==> src/rtl/nibble_deserializer_ce.sv <==
// Serial-to-parallel receiver for start/4-data/stop nibble frames sampled on EN.
// Drives a downstream register directly: D_OUT is stable whenever CE_OUT is high.
module nibble_deserializer_ce #(
  parameter bit STOP_CHECK = 1'b1
) (
  input  logic       clk,
  input  logic       R,
  input  logic       SIN,
  input  logic       EN,
  output logic [3:0] D_OUT,
  output logic       CE_OUT,
  output logic       FERR,
  output logic       BUSY
);

  localparam logic [1:0] IDLE = 2'd0;
  localparam logic [1:0] DATA = 2'd1;
  localparam logic [1:0] STOP = 2'd2;

  logic [1:0] state;
  logic [1:0] bit_cnt;
  logic [3:0] shift_reg;

  // Strobes default low every cycle so each pulse lasts exactly one clk, whatever EN does.
  always_ff @(posedge clk or posedge R) begin
    if (R) begin
      state     <= IDLE;
      bit_cnt   <= 2'd0;
      shift_reg <= 4'd0;
      D_OUT     <= 4'd0;
      CE_OUT    <= 1'b0;
      FERR      <= 1'b0;
    end else begin
      CE_OUT <= 1'b0;
      FERR   <= 1'b0;
      if (EN) begin
        case (state)
          IDLE: begin
            if (!SIN) begin
              state   <= DATA;
              bit_cnt <= 2'd0;
            end
          end
          DATA: begin
            shift_reg[bit_cnt] <= SIN;
            bit_cnt            <= bit_cnt + 2'd1;
            if (bit_cnt == 2'd3) begin
              state <= STOP;
            end
          end
          STOP: begin
            if (SIN || !STOP_CHECK) begin
              D_OUT  <= shift_reg;
              CE_OUT <= 1'b1;
            end else begin
              FERR <= 1'b1;
            end
            state <= IDLE;
          end
          default: begin
            state <= IDLE;
          end
        endcase
      end
    end
  end

  // Decoded from the state register only, so no input reaches BUSY combinationally.
  assign BUSY = (state == DATA) || (state == STOP);

endmodule

==> config.mk <==
export PLATFORM = sky130hd
export DESIGN_NAME = nibble_deserializer_ce
export DESIGN_NICKNAME = d
export VERILOG_FILES = /design/src/rtl/nibble_deserializer_ce.sv
export SDC_FILE = /design/constraint.sdc
export NUM_CORES = 1
export LEC_CHECK = 0
export CELL_PAD_IN_SITES_DETAIL_PLACEMENT = 2
export CELL_PAD_IN_SITES_GLOBAL_PLACEMENT = 2
export CORE_MARGIN = 2
export CORE_UTILIZATION = 30
export DETAILED_ROUTE_END_ITERATION = 10
export MAX_ROUTING_LAYER = met4
export PLACE_DENSITY_LB_ADDON = 0.1
export RECOVER_POWER = 25
export SYNTH_ARGS = -nofsm -noshare
export SYNTH_HDL_FRONTEND = slang
export SYNTH_SLANG_ARGS = --single-unit
==> constraint.sdc <==
create_clock -name clk -period 1.22 [get_ports clk]
set_input_delay 0.366 -clock clk [delete_from_list [all_inputs] [get_ports clk]]
set_output_delay 0.366 -clock clk [all_outputs]
set_load 0.02 [all_outputs]
==> out/results.md, run 1 <==
| Parameter | Reported | Unit |
|:---|:---|:---|
| Run status | complete, but fails checks | - |
| Violated checks | setup timing | - |
| Total Power Consumption | 0.00265 | W |
| Sinks on the clock net | 14 | - |
| Antenna violations before repair | 0 | - |
| Largest net degree at the start of global routing | 15 | - |
| Setup slack, reg-to-reg | -0.19 | ns |
| Cell Count, Final, Fillers Out | 118 | - |
| Half-perimeter wire length after placement | 1200 | um |
| Aggregate global-route resource usage | 0.142 | - |
| Kind of path behind the tightest hold check | reg -> reg | - |
| Most instantiated flip-flop cell in the synthesis netlist | dfrtp_1 | - |
| RSZ-0062 raised after global routing | true | - |
| Number of H-tree levels | 1 | - |
| Area added between synthesis and finish | 57.0 | % |
| Post-synth top area cell | dfrtp_1 | - |
| Cell variety after synth | 17 | - |
| Minimum clock period | 1.48 | ns |
| Type of element capturing the critical path | output pin | - |
| Buf/Inv on CP | 2 | - |
| Die Height | 53.0 | um |
| Total detailed-routing wirelength | 1810 | um |
| Netlist area before placement | 719 | um2 |
| Proportion of synthesized chip area in sequential cells | 0.487 | - |
| First-pass iteration count of the detailed router | 4 | - |
| Average via count per standard cell | 4.66 | - |
| Most frequent cells in the layout | dfrtp_1 (14), buf_4 (10), buf_2 (6) | - |
| First-pass GRT wire length | 2650 | um |
| Worst Hold Path Cells | 2 | - |
| Clock Latency Late Sink | 0.28 | ns |
| Post-route core utilization | 0.506 | - |
| Total of flip-flops plus latches after synthesis | 14 | - |
| Overall via count from detail_route | 550 | - |
| Number of I/O port buffers | 10 | - |
| Max clock buf depth | 2 | - |
| Cell count along the critical path | 3 | - |
| Number of enable flip-flop cells after synthesis | 0 | - |
| Multi-input gate area in the final layout | 478 | um2 |
| Fraction of final layout cells sized beyond drive strength 1 | 0.611 | - |
| Die Span X | 53.0 | um |
| Max-cap violations | 0 | - |
| Cell type group with the largest total delay on the critical path | flip-flops | - |
| Fin Clk Skew | 0.00661 | ns |
| Number of buffers inserted during clock tree synthesis | 3 | - |
| Effective utilization at floorplan | 0.322 | - |
| End point of the worst hold path | shift_reg[2]$_DFFE_PP0P_ | - |
| Boundary pin count | 11 | - |
| Portion of synthesized cell area occupied by the leading cell type | 0.487 | - |
| Actual slew at the worst max-slew pin | 0.368 | ns |
| Most common cell after layout, fill and taps aside | dfrtp_1 | - |
| Placed instance count | 112 | - |
| Clk slew on worst S/H paths | 0.09 | ns |
| Largest cells by area after synthesis | dfrtp_1 (49%), ha_1 (14%), mux2_4 (8.3%) | - |
| GRT overflow | 0 | - |
| Root Driver | clkbuf_4 | - |
| Inserted Diodes | 0 | - |
| Category of the critical setup timing path | reg -> out | - |
| Cell with the largest stage delay on the worst path | dfrtp_1 | - |
| Power density cells | 2350 | nW/um2 |
| Total area of sequential cells | 350 | um2 |
| Part of the cycle the worst path needs | 1.22 | - |
| Count of yosys warnings during synthesis | 0 | - |
| Critical R2R Launch | state[0]$_DFFE_PP0P_ | - |
| Cells traversed along the worst timing path | inv_2 -> ha_4 -> buf_6 | - |
| End of the worst register-to-register path | D_OUT[2]$_DFFE_PP0P_ | - |
| Standard-cell rows | 17 | - |
| Arrival time reported for the critical path endpoint | 1.12 | ns |
| Syn_nets | 74 | - |
| Mean instance size in the synthesized netlist | 11.6 | um2 |
| Source of the worst hold timing path | shift_reg[2]$_DFFE_PP0P_ | - |
| Count of hold-fix buffers inserted at cts | 0 | - |
| Leakage Power | 0.551 | nW |
| Final setup violating endpoints | 12 | - |
| Worst ir drop on vdd | 0.00140 | V |
| Final ANT Viol Nets | 0 | - |
| FFs w/ async S/R, synth | 1.00 | - |
| Worst Setup Slack, final | -0.264 | ns |
| Synthesized instance count | 62 | - |
| Crit. Startpoint | state[0]$_DFFE_PP0P_ | - |
| Fill count | 230 | - |
| Final #Nets | 104 | - |
| TritonCTS clock tree | yes | - |
| Worst slew margin | 0.755 | - |
| GPL Wtd Cong | 0.730 | - |
| Worst Reg2Reg Path Length in Cells | 6 | - |
| Die Footprint | 2810 | um2 |
| Via count of the first global-routing pass | 582 | - |
| Routed len/inst | 15.4 | um |
| Worst stage delay on the critical path | 0.41 | ns |
| Startpoint type of the worst setup path | register | - |
| Achievable clock frequency | 674 | MHz |
| Largest driver fanout on the critical path | 2 | - |
| Data required time of the critical path | 0.85 | ns |
| Area of the placeable core | 2230 | um2 |
| Final hold violation count | 0 | - |
| Number of remaining DRC errors | 0 | - |
| Iter 0 DRT Violations | 1 | - |
| Number of max-slew violations in the final report | 0 | - |
## power breakdown
group          total, W  switching (W)  internal, W
Sequential     0.000733       0.000110     0.000623
Combinational   0.00165       0.000761     0.000892
Clock          0.000267       0.000152     0.000115
## synth_stat cells, types with 2 or more instances
cell / instances
nor2b_1: 2
dfrtp_1: 14
ha_1: 8
mux2i_1: 2
o21ai_0: 5
nand3_1: 4
a21oi_1: 2
mux2_4: 4
nand2_1: 6
inv_1: 8
## layout make-up
type	count	area share
Multi-Input combinational cell	39	0.423
Sequential cell	14	0.310
Timing Repair Buffer	26	0.189
Tap cell	28	0.0310
Inverter	8	0.0266
Clock buffer	3	0.0199
## tightest hold or removal path: stages (launching register included)
cell and delay, ns:
dfrtp_1 0.38, nand2_2 0.06, o21ai_2 0.05
## worst max path at each step
stage / to / slack (ns)
after CTS: BUSY / -0.28
final: BUSY / -0.26
after global routing: BUSY / -0.31
after detailed placement: BUSY / -0.42
after floorplan: bit_cnt[0]$_DFFE_PP0P_ / 0.01
after global placement: BUSY / -0.37
## kinds of logic after synthesis
logic type,synth area share
AND/OR/NAND/NOR,0.111
flip-flops,0.487
AO/OA/AOI/OAI,0.0939
buffers and inverters,0.0574
adder cells (fa/ha/maj),0.139
multiplexers,0.111
## routing by layer
layer | up-vias | track usage | wire length, um
li1 | 266 | - | -
met1 | 271 | 0.147 | 722
met2 | 9 | 0.260 | 1010
met3 | 4 | 0.0254 | 63
met4 | 0 | 0.0641 | 17
met5 | - | - | 0
## stage by stage
step	setup TNS [ns]	hold slack, ns	setup slack, ns	cell area [um2]
6_report	-1.71	0.533	-0.264	1130
3_3_place_gp	-4.63	0.462	-0.370	941
3_5_place_dp	-5.03	0.490	-0.419	941
4_1_cts	-0.718	0.390	-0.285	986
5_1_grt	-2.39	0.548	-0.312	1130
2_1_floorplan	0	0.255	0.0139	719
## repair_timing
item,in CTS,in global routing
setup buffers,2,3
pin swaps,6,11
hold endpoints to repair,0,0
setup endpoints to repair,19,13
gates cloned,0,0
gates resized for setup,46,26
(Power assumes the default switching activity.)
==> run 2: changes to the inputs <==
--- a/constraint.sdc
+++ b/constraint.sdc
@@ -3,2 +3,2 @@
 set_output_delay 0.366 -clock clk [all_outputs]
-set_load 0.02 [all_outputs]
+set_load 0.005 [all_outputs]
==> run 2 against run 1 <==
Net effect: the flow still finishes with violations (setup timing); die area stayed put; final cell count is 1.7% higher; sequential share of layout area is 0.47 points lower; via count stayed put; critical path type unchanged; largest cell class unchanged; sequential power is 1% lower; sequential cell count stayed put; combinational power is 4% lower; clock-buffer cell count is 1 higher.
==> out/results.md, run 2 (synthesis gave the netlist of run 1 again) <==
| Parameter | Reported | Unit | Delta |
|:---|:---|:---|:---|
| Hold Worst Slack | 0.504 | ns | -0.0292 ns |
| Number of H-tree levels | 1 | - | unchanged |
| Multi-input gate area in the final layout | 462 | um2 | -3.4% |
| Minimum clock period | 1.46 | ns | -0.0236 ns |
| First-pass iteration count of the detailed router | 1 | - | -3 |
| Final #Nets | 105 | - | +0.96% |
| Die Span X | 53.0 | um | unchanged |
| Overall via count from detail_route | 550 | - | unchanged |
| Type of element capturing the critical path | output pin | - |  |
| Largest net degree at the start of global routing | 15 | - | unchanged |
| RSZ-0062 raised after global routing | true | - |  |
| Effective utilization at floorplan | 0.322 | - | unchanged |
| Final ANT Viol Nets | 0 | - | unchanged |
| Max clock buf depth | 2 | - | unchanged |
| Category of the critical setup timing path | reg -> out | - |  |
| Worst Reg2Reg Path Length in Cells | 5 | - | -1 |
| Number of buffers inserted during clock tree synthesis | 3 | - | unchanged |
| Antenna violations before repair | 0 | - | unchanged |
| Root Driver | clkbuf_4 | - |  |
| Startpoint type of the worst setup path | register | - |  |
| Switching Share | 0.364 | - | -0.0222 |
| Arrival time reported for the critical path endpoint | 1.09 | ns | -0.03 ns |
| Achievable clock frequency | 685 | MHz | +1.6% |
| Combinational group share of total power | 0.595 | - | -0.028 |
| Half-perimeter wire length after placement | 1260 | um | +5.5% |
| Clk slew on worst S/H paths | 0.10 | ns | about the same |
| TritonCTS clock tree | yes | - |  |
| Fraction of final layout cells sized beyond drive strength 1 | 0.576 | - | -0.0350 |
| Kind of path behind the tightest hold check | reg -> reg | - |  |
| Final setup violating endpoints | 7 | - | -5 |
| Worst Hold Path Cells | 2 | - | unchanged |
| Worst Setup Slack, final | -0.241 | ns | +0.0236 ns |
| Max-cap violations | 0 | - | unchanged |
| Standard-cell rows | 17 | - | unchanged |
| Post-placement setup slack | -0.355 | ns | +0.0639 ns |
| Average via count per standard cell | 4.58 | - | -1.7% |
| Number of remaining DRC errors | 0 | - | unchanged |
| Worst slew margin | 0.475 | - | -0.280 |
| Internal power | 0.00169 | W | +3.9% |
| Violated checks | setup timing | - |  |
| Run status | complete, but fails checks | - |  |
| Aggregate global-route resource usage | 0.157 | - | +0.0143 |
| Post-DP Area | 918 | um2 | -2.4% |
| Sinks on the clock net | 14 | - | unchanged |
| Total area of sequential cells | 350 | um2 | unchanged |
| Post-route core utilization | 0.514 | - | +0.00784 |
| Final hold violation count | 0 | - | unchanged |
| First-pass GRT wire length | 2940 | um | +11% |
| Most common cell after layout, fill and taps aside | dfrtp_1 | - |  |
| Number of I/O port buffers | 10 | - | unchanged |
| Most frequent cells in the layout | dfrtp_1 (14), buf_4 (10), buf_2 (6), buf_6 (6) | - |  |
| Largest driver fanout on the critical path | 2 | - | unchanged |
| Die Footprint | 2810 | um2 | unchanged |
| Final instance area | 1150 | um2 | +1.6% |
| Inserted Diodes | 0 | - | unchanged |
| Part of the cycle the worst path needs | 1.20 | - | -0.0194 |
| Number of max-slew violations in the final report | 0 | - | unchanged |
| Flop pwr share | 0.272 | - | -0.004 |
| Fill count | 225 | - | -2.2% |
| Net switching power figure | 0.000968 | W | -5.5% |
| GPL Wtd Cong | 0.660 | - | -9.6% |
| Total detailed-routing wirelength | 2070 | um | +14% |
| Setup slack, reg-to-reg | -0.12 | ns | +0.07 ns |
| Leakage Power | 0.579 | nW | +5.1% |
| Routed len/inst | 17.2 | um | +12% |
| Clock Latency Late Sink | 0.29 | ns | about the same |
| Power share of the clock group | 0.133 | - | +0.032 |
| GRT overflow | 0 | - | unchanged |
| Via count of the first global-routing pass | 650 | - | +12% |
| Iter 0 DRT Violations | 0 | - | -1 |
| Data required time of the critical path | 0.85 | ns | about the same |
| Area added between synthesis and finish | 59.5 | % |  |
| Count of hold-fix buffers inserted at cts | 0 | - | unchanged |
| Fin Clk Skew | 0.00425 | ns | -0.00235 ns |
| Die Height | 53.0 | um | unchanged |
| Actual slew at the worst max-slew pin | 0.788 | ns | +0.420 ns |
| Power density cells | 2320 | nW/um2 | -1.2% |
| Worst ir drop on vdd | 0.00132 | V | -5.7% |
| Boundary pin count | 11 | - | unchanged |
| Area of the placeable core | 2230 | um2 | unchanged |
## run 2: cell types whose count changed in the layout (fill, tap and decap cells not counted), moves of 2 or more
cell / delta
dlymetal6s2s_1: +2
nand2_1: +3
a21oi_1: -2
nand3_4: -3
nand2_2: -3
dlygate4sd2_1: -2
o21ai_1: +3
nand3_2: +3
o21ai_2: -3
## run 2: metrics by stage
stage          cells  setup TNS [ns]  total power, W
6_report         120          -0.846         0.00266
5_1_grt          120           -1.47         0.00283
4_1_cts          118          -0.950         0.00239
3_5_place_dp     109           -4.00         0.00168
3_3_place_gp     109           -3.59         0.00162
2_1_floorplan     62               0         0.00119
## run 2: power groups by stage
stage | clock, W | combinational (W) | sequential, W
final | 0.000353 | 0.00158 | 0.000724
after global routing | 0.000373 | 0.00171 | 0.000744
after CTS | 0.000361 | 0.00131 | 0.000722
after detailed placement | 0 | 0.000944 | 0.000734
after global placement | 0 | 0.000895 | 0.000721
after floorplan | 0 | 0.000477 | 0.000714
## run 2: path summary, 6_finish.rpt
check	start	to
setup / recovery	state[1]$_DFFE_PP0P_	BUSY
hold / removal	shift_reg[0]$_DFFE_PP0P_	shift_reg[0]$_DFFE_PP0P_
setup reg to reg	state[0]$_DFFE_PP0P_	D_OUT[1]$_DFFE_PP0P_
hold reg to reg	shift_reg[0]$_DFFE_PP0P_	shift_reg[0]$_DFFE_PP0P_
max in group asynchronous	R	state[1]$_DFFE_PP0P_
min in group asynchronous	R	shift_reg[3]$_DFFE_PP0P_
## run 2: cell type report
class / count / area share
multi-input combinational: 39 / 0.402
sequential: 14 / 0.305
timing repair buffer: 27 / 0.202
clock buffer: 4 / 0.0316
tap: 28 / 0.0305
inverter: 8 / 0.0284
## run 2: repair_timing
item | CTS | global route
resized for setup | 60 | 12
pin swaps | 9 | 10
endpoints found under the setup margin | 17 | 13
setup buffers | 7 | 5
## run 2: layer usage
metal / up-vias / global-route usage / wire length [um]
met2: 8 / 0.296 / 1170
li1: 265 / - / -
met4: 0 / 0.0769 / 48
met3: 4 / 0.0254 / 48
met1: 273 / 0.153 / 804
met5: - / - / 0
## run 2: critical path: stages (launching register included)
cell and delay, ns:
dfrtp_1 0.40, inv_2 0.09, ha_4 0.20, buf_6 0.11
==> run 3: changes to the inputs <==
Settings changed: ABC_CLOCK_PERIOD_IN_PS set to 1220.
==> results of run 3 <==
No change in the layout: final DEF, timing and power equal those of run 2.
